<file path="src/rtl/sample_player_pkg.sv">
// Shared types and helpers for the sample_player clip-playback engine.
package sample_player_pkg;

    typedef enum logic [1:0] {
        StIdle,
        StFetch,
        StHold,
        StAdvance
    } state_t;

    // Widest channel word the helper below can produce.
    localparam int unsigned MaxW = 64;

    // Place a data_w-bit sample in the top bits of an out_w-bit word, zero-filling below.
    function automatic logic [MaxW-1:0] left_justify(input logic [MaxW-1:0] sample,
                                                     input int unsigned     data_w,
                                                     input int unsigned     out_w);
        return sample << (out_w - data_w);
    endfunction

endpackage

</file>
<file path="src/rtl/sp_addr_gen.sv">
// Clip address generator: latches base/len/loop, tracks the sample index and memory address.
module sp_addr_gen
    import sample_player_pkg::*;
#(
    parameter int unsigned ADDR_W = 14
) (
    input  logic              clk,
    input  logic              reset,
    input  logic              load,
    input  logic              step,
    input  logic              loop_in,
    input  logic [ADDR_W-1:0] base_in,
    input  logic [ADDR_W-1:0] len_in,
    output logic [ADDR_W-1:0] addr,
    output logic              at_last,
    output logic              wrap_ok
);

    localparam logic [ADDR_W-1:0] One = ADDR_W'(1);

    logic [ADDR_W-1:0] base_q, base_d;
    logic [ADDR_W-1:0] len_q, len_d;
    logic [ADDR_W-1:0] idx_q, idx_d;
    logic [ADDR_W-1:0] addr_q, addr_d;
    logic              loop_q, loop_d;

    assign addr    = addr_q;
    assign at_last = (idx_q == (len_q - One));
    assign wrap_ok = at_last && loop_q;

    always_comb begin
        base_d = base_q;
        len_d  = len_q;
        idx_d  = idx_q;
        addr_d = addr_q;
        loop_d = loop_q;
        if (load) begin
            base_d = base_in;
            len_d  = len_in;
            loop_d = loop_in;
            idx_d  = '0;
            addr_d = base_in;
        end else if (step) begin
            if (!at_last) begin
                idx_d  = idx_q + One;
                // Address wraps freely at the top of memory.
                addr_d = addr_q + One;
            end else if (loop_q) begin
                idx_d  = '0;
                addr_d = base_q;
            end
        end
    end

    always_ff @(posedge clk) begin
        if (reset) begin
            base_q <= '0;
            len_q  <= '0;
            idx_q  <= '0;
            addr_q <= '0;
            loop_q <= 1'b0;
        end else begin
            base_q <= base_d;
            len_q  <= len_d;
            idx_q  <= idx_d;
            addr_q <= addr_d;
            loop_q <= loop_d;
        end
    end

endmodule

</file>
<file path="src/rtl/sample_player.sv">
// Clip playback engine: fetches samples from memory and feeds them to the audio output FIFO,
// advancing only on the FIFO handshake, with optional looping and per-sample repeat.
module sample_player
    import sample_player_pkg::*;
#(
    parameter int unsigned ADDR_W  = 14,
    parameter int unsigned DATA_W  = 24,
    parameter int unsigned OUT_W   = 32,
    parameter int unsigned RAM_LAT = 1,
    parameter int unsigned RPT_W   = 4
) (
    input  logic              CLOCK_50,
    input  logic              reset,
    input  logic              start,
    input  logic              stop,
    input  logic [ADDR_W-1:0] clip_base,
    input  logic [ADDR_W-1:0] clip_len,
    input  logic              loop_en,
    input  logic [RPT_W-1:0]  repeat_n,
    output logic [ADDR_W-1:0] ram_addr,
    input  logic [DATA_W-1:0] ram_q,
    input  logic              audio_out_allowed,
    output logic              write_audio_out,
    output logic [OUT_W-1:0]  left_channel_audio_out,
    output logic [OUT_W-1:0]  right_channel_audio_out,
    output logic              busy,
    output logic              done
);

    localparam logic [1:0]       LatCnt = 2'(RAM_LAT);
    localparam logic [RPT_W-1:0] RptOne = RPT_W'(1);

    state_t            state_q, state_d;
    logic [1:0]        wait_q, wait_d;
    logic [RPT_W-1:0]  rpt_q, rpt_d;
    logic [RPT_W-1:0]  rptn_q, rptn_d;
    logic [DATA_W-1:0] sample_q, sample_d;
    logic              done_q, done_d;
    logic              load;
    logic              step;
    logic              write_c;
    logic              at_last;
    logic              wrap_ok;

    sp_addr_gen #(
        .ADDR_W (ADDR_W)
    ) u_addr_gen (
        .clk     (CLOCK_50),
        .reset   (reset),
        .load    (load),
        .step    (step),
        .loop_in (loop_en),
        .base_in (clip_base),
        .len_in  (clip_len),
        .addr    (ram_addr),
        .at_last (at_last),
        .wrap_ok (wrap_ok)
    );

    always_comb begin
        state_d  = state_q;
        wait_d   = wait_q;
        rpt_d    = rpt_q;
        rptn_d   = rptn_q;
        sample_d = sample_q;
        done_d   = 1'b0;
        load     = 1'b0;
        step     = 1'b0;
        write_c  = 1'b0;

        if (stop) begin
            state_d  = StIdle;
            wait_d   = '0;
            rpt_d    = '0;
            sample_d = '0;
        end else if (start && (clip_len != '0)) begin
            state_d = StFetch;
            load    = 1'b1;
            rptn_d  = repeat_n;
            wait_d  = '0;
            rpt_d   = '0;
            // A retrigger abandons the held sample; only idle zero-feeding may continue.
            write_c = (state_q == StIdle) && audio_out_allowed;
        end else begin
            unique case (state_q)
                StIdle: begin
                    write_c = audio_out_allowed;
                end
                StFetch: begin
                    if (wait_q == LatCnt) begin
                        sample_d = ram_q;
                        wait_d   = '0;
                        state_d  = StHold;
                    end else begin
                        wait_d = wait_q + 2'd1;
                    end
                end
                StHold: begin
                    if (audio_out_allowed) begin
                        write_c = 1'b1;
                        if (rpt_q == rptn_q) begin
                            rpt_d   = '0;
                            state_d = StAdvance;
                        end else begin
                            rpt_d = rpt_q + RptOne;
                        end
                    end
                end
                StAdvance: begin
                    step = 1'b1;
                    if (at_last && !wrap_ok) begin
                        state_d  = StIdle;
                        done_d   = 1'b1;
                        sample_d = '0;
                    end else begin
                        state_d = StFetch;
                    end
                end
                default: begin
                    state_d = StIdle;
                end
            endcase
        end

        if (reset) begin
            write_c = 1'b0;
        end
    end

    always_ff @(posedge CLOCK_50) begin
        if (reset) begin
            state_q  <= StIdle;
            wait_q   <= '0;
            rpt_q    <= '0;
            rptn_q   <= '0;
            sample_q <= '0;
            done_q   <= 1'b0;
        end else begin
            state_q  <= state_d;
            wait_q   <= wait_d;
            rpt_q    <= rpt_d;
            rptn_q   <= rptn_d;
            sample_q <= sample_d;
            done_q   <= done_d;
        end
    end

    assign busy                    = (state_q != StIdle);
    assign done                    = done_q;
    assign write_audio_out         = write_c;
    assign left_channel_audio_out  = OUT_W'(left_justify(MaxW'(sample_q), DATA_W, OUT_W));
    assign right_channel_audio_out = left_channel_audio_out;

endmodule

</file>
<file path="config.mk">
export PLATFORM = sky130hd
export DESIGN_NAME = sample_player
export DESIGN_NICKNAME = d
export VERILOG_FILES = /design/src/rtl/sample_player_pkg.sv /design/src/rtl/sp_addr_gen.sv /design/src/rtl/sample_player.sv
export SDC_FILE = /design/constraint.sdc
export NUM_CORES = 1
export LEC_CHECK = 0
export ABC_AREA = 1
export BUFFER_PORTS_ARGS = -buffer_cell sky130_fd_sc_hd__buf_2
export CORE_MARGIN = 3
export CORE_UTILIZATION = 46
export CTS_CLUSTER_SIZE = 14
export DETAILED_ROUTE_END_ITERATION = 10
export GPL_ROUTABILITY_DRIVEN = 1
export PLACE_DENSITY = 0.81
export SYNTH_ARGS = -nofsm -noshare
export SYNTH_HDL_FRONTEND = slang
export SYNTH_SLANG_ARGS = --single-unit
</file>
<file path="constraint.sdc">
create_clock -name CLOCK_50 -period 2.17 [get_ports CLOCK_50]
set_clock_uncertainty 0.15 [all_clocks]
set_input_delay 0.217 -clock CLOCK_50 [delete_from_list [all_inputs] [get_ports CLOCK_50]]
set_output_delay 0.217 -clock CLOCK_50 [all_outputs]
set_load 0.1 [all_outputs]
</file>
== After elaboration in Yosys (flattened, before gate mapping) ==
Index checks and enable logic that the tools add are counted.

* Register bits: 94
* Input bits: 62
* Output and inout bits: 81
* Word-level logic and storage cells: 86

* Muxes and demuxes: 28
* Eq/ne operators: 15
* Bitwise gates (word level): 3
* Reductions and logical operators: 23
* $add $sub $neg: 5

{| class="wikitable"
|+ Operator list
! operator !! count
|-
| $mux W14 || 6
|-
| $mux W24 || 2
|-
| $pmux W24 S2 || 1
|-
| $add A14 B1 Y14 const B || 2
|-
| $eq A14 B14 Y1 || 1
|-
| $reduce_bool A14 Y1 || 1
|-
| $sub A14 B1 Y14 const B || 1
|-
| $mux W1 || 12
|-
| $reduce_and A4 Y1 || 3
|-
| $ne A3 B3 Y1 const B || 3
|-
| $mux W2 || 4
|-
| $ne A2 B2 Y1 const B || 4
|-
| $reduce_and A2 Y1 || 4
|-
| $pmux W2 S3 || 1
|-
| $reduce_bool A2 Y1 || 3
|-
| $add A4 B1 Y4 const B || 1
|-
| $eq A2 B1 Y1 const B || 2
|-
| $eq A2 B2 Y1 const B || 2
|-
| $eq A4 B4 Y1 || 1
|-
| $logic_and A1 B1 Y1 || 4
|-
| $mux W4 || 1
|-
| $reduce_bool A4 Y1 || 1
|-
| $reduce_or A2 Y1 || 2
|-
| $reduce_or A4 Y1 || 1
|-
| 9 further kinds || 11
|}

== Depth between registers and ports, before layout ==
* Word-level depth: 8
* Mapped depth: 18
* Mapped depth without buffers: 17

== By module ==
Synthesis repeated with hierarchy kept, for this count alone.

* Cells, all modules: 948
* Area, all modules: 6083.3 µm²

{| class="wikitable"
|+ By module, submodules not included
! module !! seq. area each (µm²) !! cells each !! times used !! area an instance (µm²)
|-
| sp_addr_gen || 1141.1 || 628 || 1 || 3928.8
|-
| sample_player || 740.7 || 320 || 1 || 2154.6
|}

== Worst setup path after synthesis ==
Ideal clock, no wire load.

* Path kind: register to register
* From: reg u_addr_gen.addr_q[0] (netlist: u_addr_gen.addr[0])
* To: reg u_addr_gen.addr_q[10] (netlist: u_addr_gen.addr[10])
* Cell stages (with the launch flop): 13
* Setup time: 0.111 ns
* Data arrival time: 2.518 ns
* Path buffers: 0
* Required time: 1.909 ns
* Slack: -0.609 ns
* Clock period less this slack: 2.779 ns
* Path through: dfxtp_1 -> ha_1 -> nand2_1 -> nor2_1 -> nand3_1 -> nor3_1 -> nand3_1 -> xor2_1 -> nand2_1 -> nand3_1 -> nand2_1 -> nor2_1 -> nor2_1

* Word-level cells in the longest chain between the ends: 4

{| class="wikitable"
|+ RTL lines
! element !! RTL line !! text
|-
| from (decl) || sp_addr_gen.sv:24 || <nowiki>logic [ADDR_W-1:0] addr_q, addr_d;</nowiki>
|-
| from (signal assigned) || sp_addr_gen.sv:66 || <nowiki>addr_q <= addr_d;</nowiki>
|-
| $add A14 B1 Y14 || sp_addr_gen.sv:47 || <nowiki>addr_d = addr_q + One;</nowiki>
|-
| $mux W14 || sp_addr_gen.sv:44 || <nowiki>if (!at_last) begin</nowiki>
|-
| $mux W14 || sp_addr_gen.sv:43 || <nowiki>end else if (step) begin</nowiki>
|-
| $mux W14 || sp_addr_gen.sv:37 || <nowiki>if (load) begin</nowiki>
|}

No other way between the ends. The select of a mux whose other input is x is not followed.
A chain may end at the register's enable or synchronous reset.

== Worst setup path in the final report ==
* From: reg u_addr_gen.len_q[1]
* To: reg sample_q[0]

* Word-level cells in the longest chain between the ends: 7

{| class="wikitable"
|+ RTL lines
! element !! RTL line !! text
|-
| from (decl) || sp_addr_gen.sv:22 || <nowiki>logic [ADDR_W-1:0] len_q, len_d;</nowiki>
|-
| from (signal assigned) || sp_addr_gen.sv:64 || <nowiki>len_q <= len_d;</nowiki>
|-
| $sub A14 B1 Y14 * || sp_addr_gen.sv:28 || <nowiki>assign at_last = (idx_q == (len_q - One));</nowiki>
|-
| $eq A14 B14 Y1 * || sp_addr_gen.sv:28 ||
|-
| $logic_and A1 B1 Y1 || sp_addr_gen.sv:29 || <nowiki>assign wrap_ok = at_last && loop_q;</nowiki>
|-
| $logic_not A1 Y1 || sample_player.sv:111 || <nowiki>if (at_last && !wrap_ok) begin</nowiki>
|-
| $logic_and A1 B1 Y1 * || sample_player.sv:111 ||
|-
| $ne A2 B2 Y1 (no source line) * || - ||
|-
| $reduce_and A4 Y1 (no source line) * || - ||
|-
| to (signal assigned) || sample_player.sv:143 || <nowiki>sample_q <= sample_d;</nowiki>
|-
| to (decl) || sample_player.sv:37 || <nowiki>logic [DATA_W-1:0] sample_q, sample_d;</nowiki>
|}

Every way passes the cells marked *; elsewhere a longest branch is shown, timed or not.

==> results.sh <==
export IMPL_seqPwrFrac=0.383
export IMPL_synth_area_top_cells="dfxtp_1 34%, nand2_1 16%, nor2_1 7.0%, inv_1 5.7%, buf_4 5.4%"
export IMPL_cts_clk_slew_worst_paths_ps=70
export IMPL_async_flop_share=0
export IMPL_layout_area_seq_um2=1910
export IMPL_fin_crit_sh=1.10
export IMPL_path_cells="inv_2, ha_4, nor2_2, nor2_4, buf_6, nand3_4, nor2_4, nand3_2, nor2_4, nand4_1, nand2_1, nand2_4, clkbuf_16, nand2_2, a21oi_1"
export IMPL_final_nets=1102
export IMPL_drive_gt1_frac=0.350
export IMPL_dieHeight_um=116
export IMPL_combPwrFrac=0.249
export IMPL_finalWorstSetupSlack_ps=-210
export IMPL_worstMarginPinSlew_ps=852
export IMPL_floorplan_die_area_um2=13500
export IMPL_postSynthCellCount=851
export IMPL_gp_congestion=0.932
export IMPL_worst_path_max_delay_cell="dfxtp_2"
export IMPL_initialDrtViolationCount=539
export IMPL_synth_top_cell_area_share=0.338
export IMPL_finalSetupViolCount=54
export IMPL_final_max_slew_viol_count=0
export IMPL_crit_family="simple AND/OR/NAND/NOR gates"
export IMPL_cts_buffers=9
export IMPL_start_util=0.480
export IMPL_drc_errors=0
export IMPL_ys_warn_count=0
export IMPL_fillers=856
export IMPL_violations="negative setup slack"
export IMPL_first_pass_iters=5
export IMPL_post_drt_wl_per_cell_um=16.7
export IMPL_port_buffers=126
export IMPL_rsz0062_at_grt="yes"
export IMPL_p_int_w=0.00319
export IMPL_clockBufferDepth=2
export IMPL_wl_um=19800
export IMPL_antenna_left=0
export IMPL_p_sw_w=0.00160
export IMPL_p_clk_frac=0.368
export IMPL_routed_via_density=5.39
export IMPL_endpoint_kind="register"
export IMPL_cp_common_cell="nor2_4"
export IMPL_ys_types=37
export IMPL_ys_seq_elements=94
export IMPL_die_w_um=116
export IMPL_dp_hpwl_um=11300
export IMPL_grt_pass1_vias=6035
export IMPL_avgSynthCellArea_um2=6.55
export IMPL_maxCapViolations=0
export IMPL_yosysTopAreaCell="dfxtp_1"
export IMPL_crit_path_max_incr_delay_ps=340
export IMPL_antenna_found_initial=0
export IMPL_max_freq_mhz=420
export IMPL_num_rows=39
export IMPL_syn_to_final_growth_pct=38.6
export IMPL_post_route_min_period_ps=2380
export IMPL_netSwitchingFraction=0.334
export IMPL_vdd_ir_drop_max_mv=0.437
export IMPL_multiInputGateArea_um2=3400
export IMPL_dp_slack_ps=-197
export IMPL_cp_start_kind="register"
export IMPL_worst_path_max_fanout=6
export IMPL_status="complete, but fails checks"
export IMPL_gr_total_overflow=0
export IMPL_syn_area_um2=5580
export IMPL_hold_viol=0
export IMPL_root_buffer="clkbuf_16"
export IMPL_power_leakage_nw=3.62
export IMPL_htreeDepth=3
export IMPL_diodes=0
export IMPL_fin_hold_ws_ps=4.54
export IMPL_grt_usage=0.255
export IMPL_hp_class="in2reg"
export IMPL_arrival_ps=2450
export IMPL_vias=6387
export IMPL_core_area_um2=11600
export IMPL_synth_edf_count=0
export IMPL_power_density_nw_per_um2=620
export IMPL_cp_data_required_time_ps=2230
export IMPL_boundaryPins=143
export IMPL_grt_max_degree=26
export IMPL_cts_tree="built"
export IMPL_synth_ff_type="dfxtp_1"
export IMPL_clock_latency_ps=350
export IMPL_slew_headroom=0.432
export IMPL_grt_pass1_wl_um=27600
export IMPL_crit_type="reg2reg"
export IMPL_path_buf_inv=3
export IMPL_clock_sinks=94
export IMPL_seq_area_frac_synth=0.338
-- cells in the mapped netlist, types with 2 or more instances --
master / count
inv_2: 6
buf_2: 13
buf_1: 2
nand2_2: 4
nand3_2: 2
buf_6: 4
nand3_1: 55
dfxtp_1: 94
nand2_1: 245
o21ai_0: 25
nor2_2: 7
nor2_1: 104
nand2_4: 3
xor2_1: 27
buf_4: 40
nor2_4: 6
inv_1: 84
nor3_1: 15
a21oi_2: 8
a21oi_1: 46
ha_1: 4
o22ai_1: 14
clkbuf_1: 11
nand4_1: 9
xnor2_1: 10
nor4_1: 2
-- area by class of cell --
class,count,area share
Sequential cell,94,0.247
Clock buffer,10,0.0296
Multi-Input combinational cell,612,0.439
Inverter,90,0.0440
Tap cell,143,0.0232
Timing Repair Buffer,229,0.204
Clock inverter,6,0.0121
-- layer usage --
layer / track usage / part of all wire
met5: 0 / 0
met2: 0.439 / 0.49
met1: 0.303 / 0.37
met4: 0.124 / 0.057
met3: 0.0518 / 0.076
-- per-stage QoR --
step | TNS (ps) | area (um^2) | power, W | utilization | instances
finish | -6530 | 7730 | 0.00479 | 0.665 | 1184
global route | -12290 | 7730 | 0.00494 | 0.665 | 1184
CTS | -820 | 7350 | 0.00467 | 0.633 | 1178
detailed placement | -6370 | 6500 | 0.00286 | 0.559 | 1126
global placement | -4180 | 6500 | 0.00284 | 0.559 | 1126
floorplan | -4.67 | 5660 | 0.00260 | - | 866
-- cell usage in the layout (no fill, tap or decap), types with 9 or more instances in the layout --
cell and count:
buf_2 125, nand2_2 45, dfxtp_2 14, nand4_1 9
nand3_1 48, clkbuf_16 11, a21oi_2 21, buf_6 11
xnor2_1 9, o21ai_0 24, conb_1 16, nor3_1 12
a21oi_1 33, xor2_1 27, nand2_4 12, inv_1 81
buf_4 60, dlygate4sd3_1 29, nor2_1 94, o22ai_1 14
nor2_4 15, dfxtp_1 77, nand2_1 194
-- flip-flops by register name (all words and copies together) (netlist names) --
signal	flops
u_addr_gen.idx_q	14
u_addr_gen.addr	14
rptn_q	4
wait_q	2
u_addr_gen.len_q	14
sample_q	24
rpt_q	4
u_addr_gen.loop_q	1
state_q	2
u_addr_gen.base_q	14
done	1
-- kinds of logic (layout without fill, tap and decap cells) --
kind of cell / after synthesis / after routing / synth area share
AO/OA/AOI/OAI: 97 / 97 / 0.0976
XOR/XNOR: 37 / 37 / 0.0581
adder cells (fa/ha/maj): 4 / 4 / 0.00898
buffers and inverters: 161 / 335 / 0.146
flip-flops: 94 / 94 / 0.338
other: 1 / 16 / 0.000673
AND/OR/NAND/NOR: 457 / 458 / 0.351
-- worst paths after layout --
kind,startpoint,to,slack [ps],cells after the start
setup / recovery,u_addr_gen.len_q[1]$_SDFFE_PP0P_,sample_q[0]$_SDFFE_PP0P_,-210,15
hold / removal,clip_base[10],u_addr_gen.base_q[10]$_SDFFE_PP0P_,5,3
setup reg to reg,u_addr_gen.len_q[1]$_SDFFE_PP0P_,sample_q[0]$_SDFFE_PP0P_,-210,15
hold reg to reg,u_addr_gen.base_q[12]$_SDFFE_PP0P_,u_addr_gen.base_q[12]$_SDFFE_PP0P_,320,2
-- repair_timing --
action	4_1_cts	5_1_grt
cloned	1	3
endpoints found under the hold margin	29	0
pin swaps	31	20
hold buffers	29	0
endpoints found under the setup margin	52	55
buffers inserted	6	3
resized for setup	57	77
-- power by group through the flow --
stage | clock, W | sequential [W] | combinational [W]
finish | 0.00176 | 0.00184 | 0.00119
global route | 0.00182 | 0.00184 | 0.00128
CTS | 0.00174 | 0.00183 | 0.00109
detailed placement | 0 | 0.00187 | 0.000988
global placement | 0 | 0.00187 | 0.000973
floorplan | 0 | 0.00199 | 0.000615
-- worst min-delay path: stages --
cell,delay [ps]
buf_2,90
nand2_1,70
o22ai_1,70
Power figures use the tool's default switching activity.
